File: src/rtl/sigma_tile_pkg.sv
// Shared memory-bus widths and arbitration helpers for the sigma tile.
package sigma_tile_pkg;

    localparam int MEM_ADDR_W = 32;
    localparam int MEM_DATA_W = 32;
    localparam int MEM_BE_W   = 4;

    localparam int RR_MAX_N   = 8;

    typedef struct packed {
        logic       found;
        logic [2:0] idx;
    } rr_pick_t;

    // First set bit of req at or after ptr, scanning upward modulo n (n <= RR_MAX_N).
    function automatic rr_pick_t rr_pick(input logic [RR_MAX_N-1:0] req,
                                         input int unsigned         ptr,
                                         input int unsigned         n);
        rr_pick_t   res;
        logic [2:0] k;
        res = '0;
        for (int unsigned i = 0; i < RR_MAX_N; i++) begin
            if (i < n) begin
                k = 3'((ptr + i) % n);
                if (!res.found && req[k]) begin
                    res.found = 1'b1;
                    res.idx   = k;
                end
            end
        end
        return res;
    endfunction

endpackage

File: src/rtl/id_fifo.sv
// In-order FIFO of issuing-master IDs for outstanding reads.
module id_fifo #(
    parameter int WIDTH = 2,
    parameter int DEPTH = 4
) (
    input  logic                     clk_i,
    input  logic                     rst_n_i,
    input  logic                     push,
    input  logic [WIDTH-1:0]         push_data,
    input  logic                     pop,
    output logic [WIDTH-1:0]         head,
    output logic                     full,
    output logic                     empty,
    output logic [$clog2(DEPTH):0]   count
);

    localparam int AW    = $clog2(DEPTH);
    localparam int CNT_W = AW + 1;

    logic [WIDTH-1:0] mem [DEPTH];
    logic [AW-1:0]    wr_ptr;
    logic [AW-1:0]    rd_ptr;
    logic             do_push;
    logic             do_pop;

    assign full    = (count == CNT_W'(DEPTH));
    assign empty   = (count == '0);
    // A pop in the same cycle frees the slot, so a push while full is still safe.
    assign do_push = push & (~full | pop);
    assign do_pop  = pop & ~empty;
    assign head    = mem[rd_ptr];

    always_ff @(posedge clk_i or negedge rst_n_i) begin
        if (!rst_n_i) begin
            wr_ptr <= '0;
            rd_ptr <= '0;
            count  <= '0;
        end else begin
            if (do_push) wr_ptr <= wr_ptr + 1'b1;
            if (do_pop)  rd_ptr <= rd_ptr + 1'b1;
            count <= count + CNT_W'(do_push) - CNT_W'(do_pop);
        end
    end

    always_ff @(posedge clk_i) begin
        if (do_push) mem[wr_ptr] <= push_data;
    end

endmodule

File: src/rtl/mem_arb_rr.sv
// N-master round-robin arbiter onto one split request/response memory port,
// with in-order routing of multiple outstanding read responses.
module mem_arb_rr
    import sigma_tile_pkg::*;
#(
    parameter int NUM_MASTERS     = 4,
    parameter int MAX_OUTSTANDING = 4
) (
    input  logic                                    clk_i,
    input  logic                                    rst_n_i,
    input  logic [NUM_MASTERS-1:0]                  m_req_i,
    input  logic [NUM_MASTERS-1:0]                  m_we_i,
    input  logic [NUM_MASTERS-1:0][MEM_ADDR_W-1:0]  m_addr_i,
    input  logic [NUM_MASTERS-1:0][MEM_BE_W-1:0]    m_be_i,
    input  logic [NUM_MASTERS-1:0][MEM_DATA_W-1:0]  m_wdata_i,
    output logic [NUM_MASTERS-1:0]                  m_ack_o,
    output logic [NUM_MASTERS-1:0]                  m_resp_o,
    output logic [NUM_MASTERS-1:0][MEM_DATA_W-1:0]  m_rdata_o,
    output logic                                    s_req_o,
    output logic                                    s_we_o,
    output logic [MEM_ADDR_W-1:0]                   s_addr_o,
    output logic [MEM_BE_W-1:0]                     s_be_o,
    output logic [MEM_DATA_W-1:0]                   s_wdata_o,
    input  logic                                    s_ack_i,
    input  logic                                    s_resp_i,
    input  logic [MEM_DATA_W-1:0]                   s_rdata_i,
    output logic                                    err_o
);

    localparam int IDX_W = $clog2(NUM_MASTERS);
    localparam int CNT_W = $clog2(MAX_OUTSTANDING) + 1;

    logic [IDX_W-1:0]    rr_ptr;
    logic [IDX_W-1:0]    winner;
    logic [IDX_W-1:0]    head_id;
    logic [RR_MAX_N-1:0] req_ext;
    rr_pick_t            pick;
    logic                issue;
    logic                accept;
    logic                push;
    logic                pop;
    logic                fifo_full;
    logic                fifo_empty;
    logic [CNT_W-1:0]    fifo_count;

    always_comb begin
        req_ext                  = '0;
        req_ext[NUM_MASTERS-1:0] = m_req_i;
        pick                     = rr_pick(req_ext, 32'(rr_ptr), NUM_MASTERS);
        winner                   = IDX_W'(pick.idx);
    end

    // Reset gates the combinational paths so outputs drop as soon as rst_n_i falls.
    assign issue  = rst_n_i & pick.found & ~fifo_full;
    assign accept = issue & s_ack_i;
    assign push   = accept & ~s_we_o;
    assign pop    = s_resp_i & ~fifo_empty;

    always_comb begin
        s_req_o   = issue;
        s_we_o    = 1'b0;
        s_addr_o  = '0;
        s_be_o    = '0;
        s_wdata_o = '0;
        m_ack_o   = '0;
        if (issue) begin
            s_we_o          = m_we_i[winner];
            s_addr_o        = m_addr_i[winner];
            s_be_o          = m_be_i[winner];
            s_wdata_o       = m_wdata_i[winner];
            m_ack_o[winner] = s_ack_i;
        end
    end

    always_comb begin
        m_resp_o  = '0;
        m_rdata_o = '0;
        if (rst_n_i && !fifo_empty) begin
            m_resp_o[head_id]  = s_resp_i;
            m_rdata_o[head_id] = s_rdata_i;
        end
    end

    always_ff @(posedge clk_i or negedge rst_n_i) begin
        if (!rst_n_i) begin
            rr_ptr <= '0;
            err_o  <= 1'b0;
        end else begin
            if (accept) begin
                rr_ptr <= (winner == IDX_W'(NUM_MASTERS - 1)) ? '0 : winner + 1'b1;
            end
            if (s_resp_i && fifo_empty) err_o <= 1'b1;
        end
    end

    id_fifo #(
        .WIDTH (IDX_W),
        .DEPTH (MAX_OUTSTANDING)
    ) u_fifo (
        .clk_i     (clk_i),
        .rst_n_i   (rst_n_i),
        .push      (push),
        .push_data (winner),
        .pop       (pop),
        .head      (head_id),
        .full      (fifo_full),
        .empty     (fifo_empty),
        .count     (fifo_count)
    );

    a_count_bounded: assert property (@(posedge clk_i) disable iff (!rst_n_i)
        fifo_count <= CNT_W'(MAX_OUTSTANDING));

endmodule

File: config.mk
export PLATFORM = sky130hd
export DESIGN_NAME = mem_arb_rr
export DESIGN_NICKNAME = d
export VERILOG_FILES = /design/src/rtl/sigma_tile_pkg.sv /design/src/rtl/id_fifo.sv /design/src/rtl/mem_arb_rr.sv
export SDC_FILE = /design/constraint.sdc
export NUM_CORES = 1
export LEC_CHECK = 0
export CORE_AREA = 2 2 205 207
export CTS_BUF_LIST = sky130_fd_sc_hd__clkbuf_8
export CTS_CLUSTER_DIAMETER = 50
export DETAILED_ROUTE_END_ITERATION = 7
export DIE_AREA = 0 0 207 209
export GPL_TIMING_DRIVEN = 1
export PLACE_DENSITY_LB_ADDON = 0.2
export SYNTH_ARGS = -nofsm -noshare
export SYNTH_HDL_FRONTEND = slang
export SYNTH_SLANG_ARGS = --single-unit
File: constraint.sdc
create_clock -name clk_i -period 3.3 [get_ports clk_i]
set_input_delay 0.66 -clock clk_i [delete_from_list [all_inputs] [get_ports clk_i]]
set_output_delay 0.66 -clock clk_i [all_outputs]
set_load 0.02 [all_outputs]
# [After elaboration in Yosys (flattened, before gate mapping)]
# Memories as Yosys holds them, arrays and structs flattened.
# Index checks and enable logic that the tools add are counted.
[totals] register_bits=10 ram_bits=8 input_bits=316 output_inout_bits=207 wordCells=86 memories=1
[op_classes] n_addsub=8 n_lt_le_gt_ge=8 n_eq_ne=2 n_mux=36 bitwise_logic=14 reduce_logical=12
[mem_list] memory="u_fifo.mem" depth=4 word_bits=2 read_ports=1 rd_clocked_by_memory_dff=0 write_ports=1 line="id_fifo.sv:20" source="logic [WIDTH-1:0] mem [DEPTH];"
[op_table] op="32-bit 2-to-1 mux" count=5
[op_table] op="128-bit AND" count=1
[op_table] op="32-bit binary-select mux with 2-bit select" count=2
[op_table] op="128-bit 2-to-1 mux" count=1
[op_table] op="32-bit demux with 2-bit select" count=1
[op_table] op="4-bit 2-to-1 mux" count=8
[op_table] op="2-bit by 4-bit < comparator with 1-bit output (second input constant)" count=4
[op_table] op="1-bit binary-select mux with 2-bit select" count=5
[op_table] op="1-bit 2-to-1 mux" count=10
[op_table] op="2-bit by 1-bit adder with 2-bit output (second input constant)" count=4
[op_table] op="4-bit AND" count=2
[op_table] op="4-bit binary-select mux with 2-bit select" count=1
[op_table] op="1-bit AND" count=7
[op_table] op="1-bit logical AND" count=7
[op_table] op="2-bit by 3-bit < comparator with 1-bit output (second input constant)" count=2
[op_table] op="2-bit adder (second input constant)" count=2
[op_table] op="1-bit demux with 2-bit select" count=2
[op_table] op="2-bit by 1-bit >= comparator with 1-bit output (second input constant)" count=2
[op_table] op="1-bit logical NOT" count=4
[op_table] op="3-bit by 1-bit adder with 3-bit output" count=1
[op_table] op="3-bit equality test (second input constant)" count=1
[op_table] op="3-bit logical NOT" count=1
[op_table] op="1-bit NOT" count=3
[op_table] op="3-bit by 1-bit subtractor with 3-bit output" count=1
[op_table] op="3 further kinds" count=3

# [Longest topological paths before layout]
[depth] word_depth=20 mapped_depth=12 ltp_nobuf=11

# [Modules after synthesis]
# From an unflattened synthesis, not the netlist that was laid out.
[unflattened] cells_unflattened=508 hier_area_um2=3806.2
[modules_own_cells] module="mem_arb_rr" instances=1 cells_each=462 area_each_um2=3093.0 seq_area_each_um2=75.1
[modules_own_cells] module="id_fifo" instances=1 cells_each=46 area_each_um2=713.2 seq_area_each_um2=415.4

# [Worst setup path after synthesis]
# Ideal clock, no wire load.
[synth_timing] path_kind="input to output" start="input m_req_i[1]" end="output s_addr_o[0]" arrival_time_ns=2.157 t_required_ns=2.640 path_slack_ns=0.483 stages=7 path_buffers=3 cell_sequence="nand3b_1 a2bb2oi_4 buf_6 buf_6 buf_6 mux2i_1 a211oi_1"
[synth_via] elab_chain_len=15 word_cells_on_any_way=23 classes_between="mux: 15; bitwise: 2; reduce/logical: 6"
[synth_rtl] item="start, declared" line="mem_arb_rr.sv:11" source="input logic [NUM_MASTERS-1:0] m_req_i,"
[synth_rtl] item="1-bit binary-select mux with 2-bit select" line="sigma_tile_pkg.sv:25" source="if (!res.found && req[k]) begin"
[synth_rtl] item="1-bit 2-to-1 mux (implied by the code)" line="sigma_tile_pkg.sv:25"
[synth_rtl] item="4-bit 2-to-1 mux" line="sigma_tile_pkg.sv:25"
[synth_rtl] item="1-bit logical NOT" line="sigma_tile_pkg.sv:25"
[synth_rtl] item="1-bit logical AND" line="sigma_tile_pkg.sv:25"
[synth_rtl] item="4-bit 2-to-1 mux" line="sigma_tile_pkg.sv:25"
[synth_rtl] item="1-bit logical NOT" line="sigma_tile_pkg.sv:25"
[synth_rtl] item="1-bit logical AND" line="sigma_tile_pkg.sv:25"
[synth_rtl] item="4-bit 2-to-1 mux" line="sigma_tile_pkg.sv:25"
[synth_rtl] item="1-bit logical NOT" line="sigma_tile_pkg.sv:25"
[synth_rtl] item="1-bit logical AND" line="sigma_tile_pkg.sv:25"
[synth_rtl] item="4-bit 2-to-1 mux *" line="sigma_tile_pkg.sv:25"
[synth_rtl] item="32-bit binary-select mux with 2-bit select / 1-bit AND (equally long branches)" line="mem_arb_rr.sv:68, mem_arb_rr.sv:54"
[synth_rtl] item="32-bit 2-to-1 mux (implied by the code) / 1-bit AND (equally long branches)" line="mem_arb_rr.sv:68, mem_arb_rr.sv:54"
[synth_rtl] item="32-bit 2-to-1 mux *" line="mem_arb_rr.sv:66" source="if (issue) begin"
[synth_rtl] item="end, declared" line="mem_arb_rr.sv:21" source="output logic [MEM_ADDR_W-1:0] s_addr_o,"
# Mark *: on every way between the ends. The rest lies on a longest branch, timed or not. The select of a mux whose other input is x is not followed.

==> results by group <==
Outcome
  • Status: finished clean

STA
  • Rel. slew slack: about two thirds
  • Final Hold Violating Endpoints: 0
  • Fin. max-slew vios: 0
  • Worst Clk Skew: between 0.001 and 0.0015 ns
  • Highest clock rate: about 310 MHz
  • Worst Max-Slew Pin Slew: between 0.5 and 0.6 ns
  • Crit path time final: about 3.2 ns
  • Worst hold slack: 0.458 ns
  • Period utilisation layout: a little over nine tenths
  • Worst-case setup margin in the final layout: around 0.06 ns
  • Setup violators final: 0

Clock network
  • Insertion delay to the later sink of the worst-skew pair: ~0.25 ns
  • H-tree Lvls: 1
  • Clk sink count: 18
  • TritonCTS clock tree: done
  • CTS max path bufs: 2
  • Hold-fix buffers, CTS: 0
  • Root Driver: sky130_fd_sc_hd__clkbuf_8
  • Number of buffers inserted during clock tree synthesis: 3
  • Clock slew seen by the registers of the worst setup and hold paths: approximately 0.07 ns

Worst setup path
  • Cell with the biggest individual delay on the critical path: sky130_fd_sc_hd__clkdlybuf4s50_1
  • Element type at the critical path end: output pin
  • CP Max Fanout: 32
  • Required time of the critical path: approximately 2.6 ns
  • Most Frequent Cell on Critical Path: sky130_fd_sc_hd__clkdlybuf4s50_1
  • Delay of the slowest cell on the worst path: 0.63 ns
  • Data arrival, critical path: ~2.6 ns
  • CP cell instances: clkdlybuf4s50_1, buf_4, nor2b_2, buf_12, nand2_1, nor2_1, clkdlybuf4s50_1
  • Startpoint class of the critical path: primary input
  • Classification of the worst setup path: primary input to output pin
  • Buffer and inverter count on the worst path: 4
  • Critical path's top delay family: buffers and inverters

Die
  • Core region area: just over 0.04 sq mm
  • Placement Rows: 75
  • Overall die area: 0.0433 sq mm
  • I/O pin cnt: 523
  • Width of the die: between 200 and 250 microns
  • Die Y: approximately 210 microns
  • Initial Utilization: a little over a tenth

Routing
  • Met1 wire length: 9830 microns
  • Detailed route wirelength on metal2: around 16,000 microns
  • Routed length per placed instance: 17.2 microns
  • Post-Route WL: approximately 29,000 microns
  • Post-route DRC: 0
  • Vias per cell: about 3.7
  • Count of TritonRoute iterations in the first routing pass: 4
  • Uppermost layer routed: met5
  • Amount of wire on met3 after detailed routing: about 2700 microns
  • Antenna-violating nets left: 0
  • Vias after detailed routing: around 6,300
  • First-iteration detailed-routing DRC count: 204

Global route
  • Pin count of the biggest net entering global routing: between 40 and 50
  • Global-route wire length before repair: approximately 40,000 microns
  • Initial antenna violation count: 13
  • Via count of the first global-routing pass: roughly 6,600
  • Gr usage total: between 10% and 20%
  • Overflow left after global routing: 0

Synthesis
  • Mapped Nets: roughly 900
  • Cell area after technology mapping: ~0.0044 sq mm
  • Library cells used by synthesis: 38
  • Number of instances in the synthesized netlist: just under 600
  • Mean area per synthesized cell: roughly 7.6 sq um
  • Synth Register Bits: 18
  • Portion of the post-synthesis area used by sequential elements: around 11%
  • Number of warning messages in the yosys log: 0

Finish
  • Proportion of layout cells with a drive suffix above 1: 25.8%
  • Commonest cells after routing, fill and taps aside: sky130_fd_sc_hd__clkdlybuf4s50_1, sky130_fd_sc_hd__nor2_1, sky130_fd_sc_hd__buf_4, sky130_fd_sc_hd__mux2i_1, sky130_fd_sc_hd__mux2_2
  • Fin nets: around 1,500
  • Leading cell type in the layout, fill and taps excluded: sky130_fd_sc_hd__clkdlybuf4s50_1
  • Synth-to-layout area growth: 149%
  • # fillers: about 4,500
  • Final design utilization: 26.7%
  • Area occupied by multi-input gates: 0.00364 sq mm
  • FF/Latch Area: just under 500 sq um

Placed design
  • IO buf count: between 500 and 600
  • Worst setup slack after placement: -0.579 ns
  • Routability Congestion: 0.798
  • Hpwl dp: between 20,000 and 30,000 microns

Pwr
  • Highest ir drop seen on vdd: 0.000208 V
  • Total power per unit cell area: 551 mW/mm^2
  • Leak: between 0.004 and 0.005 uW
  • Total chip power: 6070 uW

Hold path
  • Worst min-delay path category: flip-flop to flip-flop

Run
  • # Max-Cap Violations: 0
state kept, by name (all words and copies together) (netlist names):
signal,count
u_fifo.wr_ptr,2
u_fifo.count,3
err_o,1
rr_ptr,2
u_fifo.mem,8
u_fifo.rd_ptr,2
report_power, final:
group / leakage [uW] / total [uW] / internal, uW / switching, uW
clock network: 0.0000232 / 152 / 82.5 / 69.6
logic: 0.00479 / 5520 / 2670 / 2850
registers: 0.000186 / 397 / 320 / 77.4
area by class of cell:
class	count	area share (%)
diodes	7	0.159
clock buffers	3	0.375
clock inverters	1	0.0341
inverters	15	0.534
multi-input cells	496	33.0
flip-flops and latches	18	4.45
well taps	539	6.12
repair buffers	608	55.3
kinds of logic (layout without fill, tap and decap cells):
family | after synthesis | count (layout) | share of synthesized area, %
XOR/XNOR | 5 | 5 | 0.989
flip-flops | 18 | 18 | 11.1
AO/OA/AOI/OAI | 77 | 77 | 17.6
multiplexers | 144 | 144 | 35.1
AND/OR/NAND/NOR | 259 | 259 | 23.3
buffers and inverters | 72 | 627 | 8.59
other | 0 | 7 | 0
adder cells (fa/ha/maj) | 11 | 11 | 3.28
routing by layer:
metal | vias to the layer above | track usage [%]
met5 | - | 0
met2 | 335 | 24.8
met1 | 2794 | 11.5
met3 | 37 | 4.61
li1 | 3133 | -
met4 | 12 | 4.09
path summary, 6_finish.rpt:
| check | start | endpoint | slack (ns) | cells after the start |
|---|---|---|---|---|
| setup / recovery | rst_n_i | m_rdata_o[88] | 0.06 | 7 |
| setup reg to reg | rr_ptr[1]$_DFFE_PN0P_ | u_fifo.count[2]$_DFF_PN0_ | 0.50 | 14 |
| hold / removal | err_o$_DFFE_PN0P_ | err_o$_DFFE_PN0P_ | 0.46 | 1 |
| min in group asynchronous | rst_n_i | err_o$_DFFE_PN0P_ | 0.87 | 3 |
| hold reg to reg | err_o$_DFFE_PN0P_ | err_o$_DFFE_PN0P_ | 0.46 | 1 |
| max in group asynchronous | rst_n_i | u_fifo.wr_ptr[0]$_DFFE_PN0P_ | 2.29 | 3 |
synthesized netlist by cell type:
library cell	count	share of area [%]
sky130_fd_sc_hd__nor2_1	206	17
sky130_fd_sc_hd__mux2i_1	72	16
sky130_fd_sc_hd__mux2_2	69	18
sky130_fd_sc_hd__nand2_1	36	3.1
sky130_fd_sc_hd__a211oi_2	35	9.9
sky130_fd_sc_hd__a211oi_1	33	5.6
sky130_fd_sc_hd__clkbuf_1	23	2.0
sky130_fd_sc_hd__buf_2	16	1.8
sky130_fd_sc_hd__inv_1	12	1.0
sky130_fd_sc_hd__dfrtp_1	10	5.7
sky130_fd_sc_hd__ha_1	10	2.8
sky130_fd_sc_hd__buf_4	8	1.4
sky130_fd_sc_hd__buf_6	8	2.0
sky130_fd_sc_hd__edfxtp_1	8	5.4
sky130_fd_sc_hd__and3_1	4	0.57
sky130_fd_sc_hd__xnor2_1	4	0.79
sky130_fd_sc_hd__a21oi_1	3	0.34
sky130_fd_sc_hd__inv_2	3	0.25
sky130_fd_sc_hd__a21o_1	2	0.34
sky130_fd_sc_hd__and2_1	2	0.28
sky130_fd_sc_hd__buf_1	2	0.17
sky130_fd_sc_hd__mux4_2	2	1.0
sky130_fd_sc_hd__nand2b_1	2	0.28
sky130_fd_sc_hd__nor2b_1	2	0.28
sky130_fd_sc_hd__a21oi_2	1	0.20
sky130_fd_sc_hd__a22oi_4	1	0.48
sky130_fd_sc_hd__a2bb2oi_4	1	0.59
sky130_fd_sc_hd__fa_1	1	0.45
sky130_fd_sc_hd__mux2_1	1	0.25
sky130_fd_sc_hd__nand2_2	1	0.14
sky130_fd_sc_hd__nand3b_1	1	0.17
sky130_fd_sc_hd__nor2_4	1	0.25
sky130_fd_sc_hd__nor3_1	1	0.11
sky130_fd_sc_hd__nor3_4	1	0.37
sky130_fd_sc_hd__nor3b_1	1	0.17
sky130_fd_sc_hd__o41ai_1	1	0.20
sky130_fd_sc_hd__or2_1	1	0.14
sky130_fd_sc_hd__xor2_1	1	0.20
repair_timing:
| item | in CTS | in global routing |
|---|---|---|
| gates cloned | 1 | 1 |
| endpoints found under the setup margin | 89 | 130 |
| pin swaps | 3 | 2 |
| buffers inserted | 10 | 11 |
| gates resized for setup | 197 | 100 |
per-stage QoR:
stage	area (sq um)	TNS, ns	cells
3_5_place_dp	10700	-30.09	1654
3_3_place_gp	10700	-27.92	1654
2_1_floorplan	4430	0	586
5_1_grt	11000	-0.0169	1684
4_1_cts	10900	-0.0919	1669
6_report	11000	0	1687
Power figures use the tool's default switching activity.
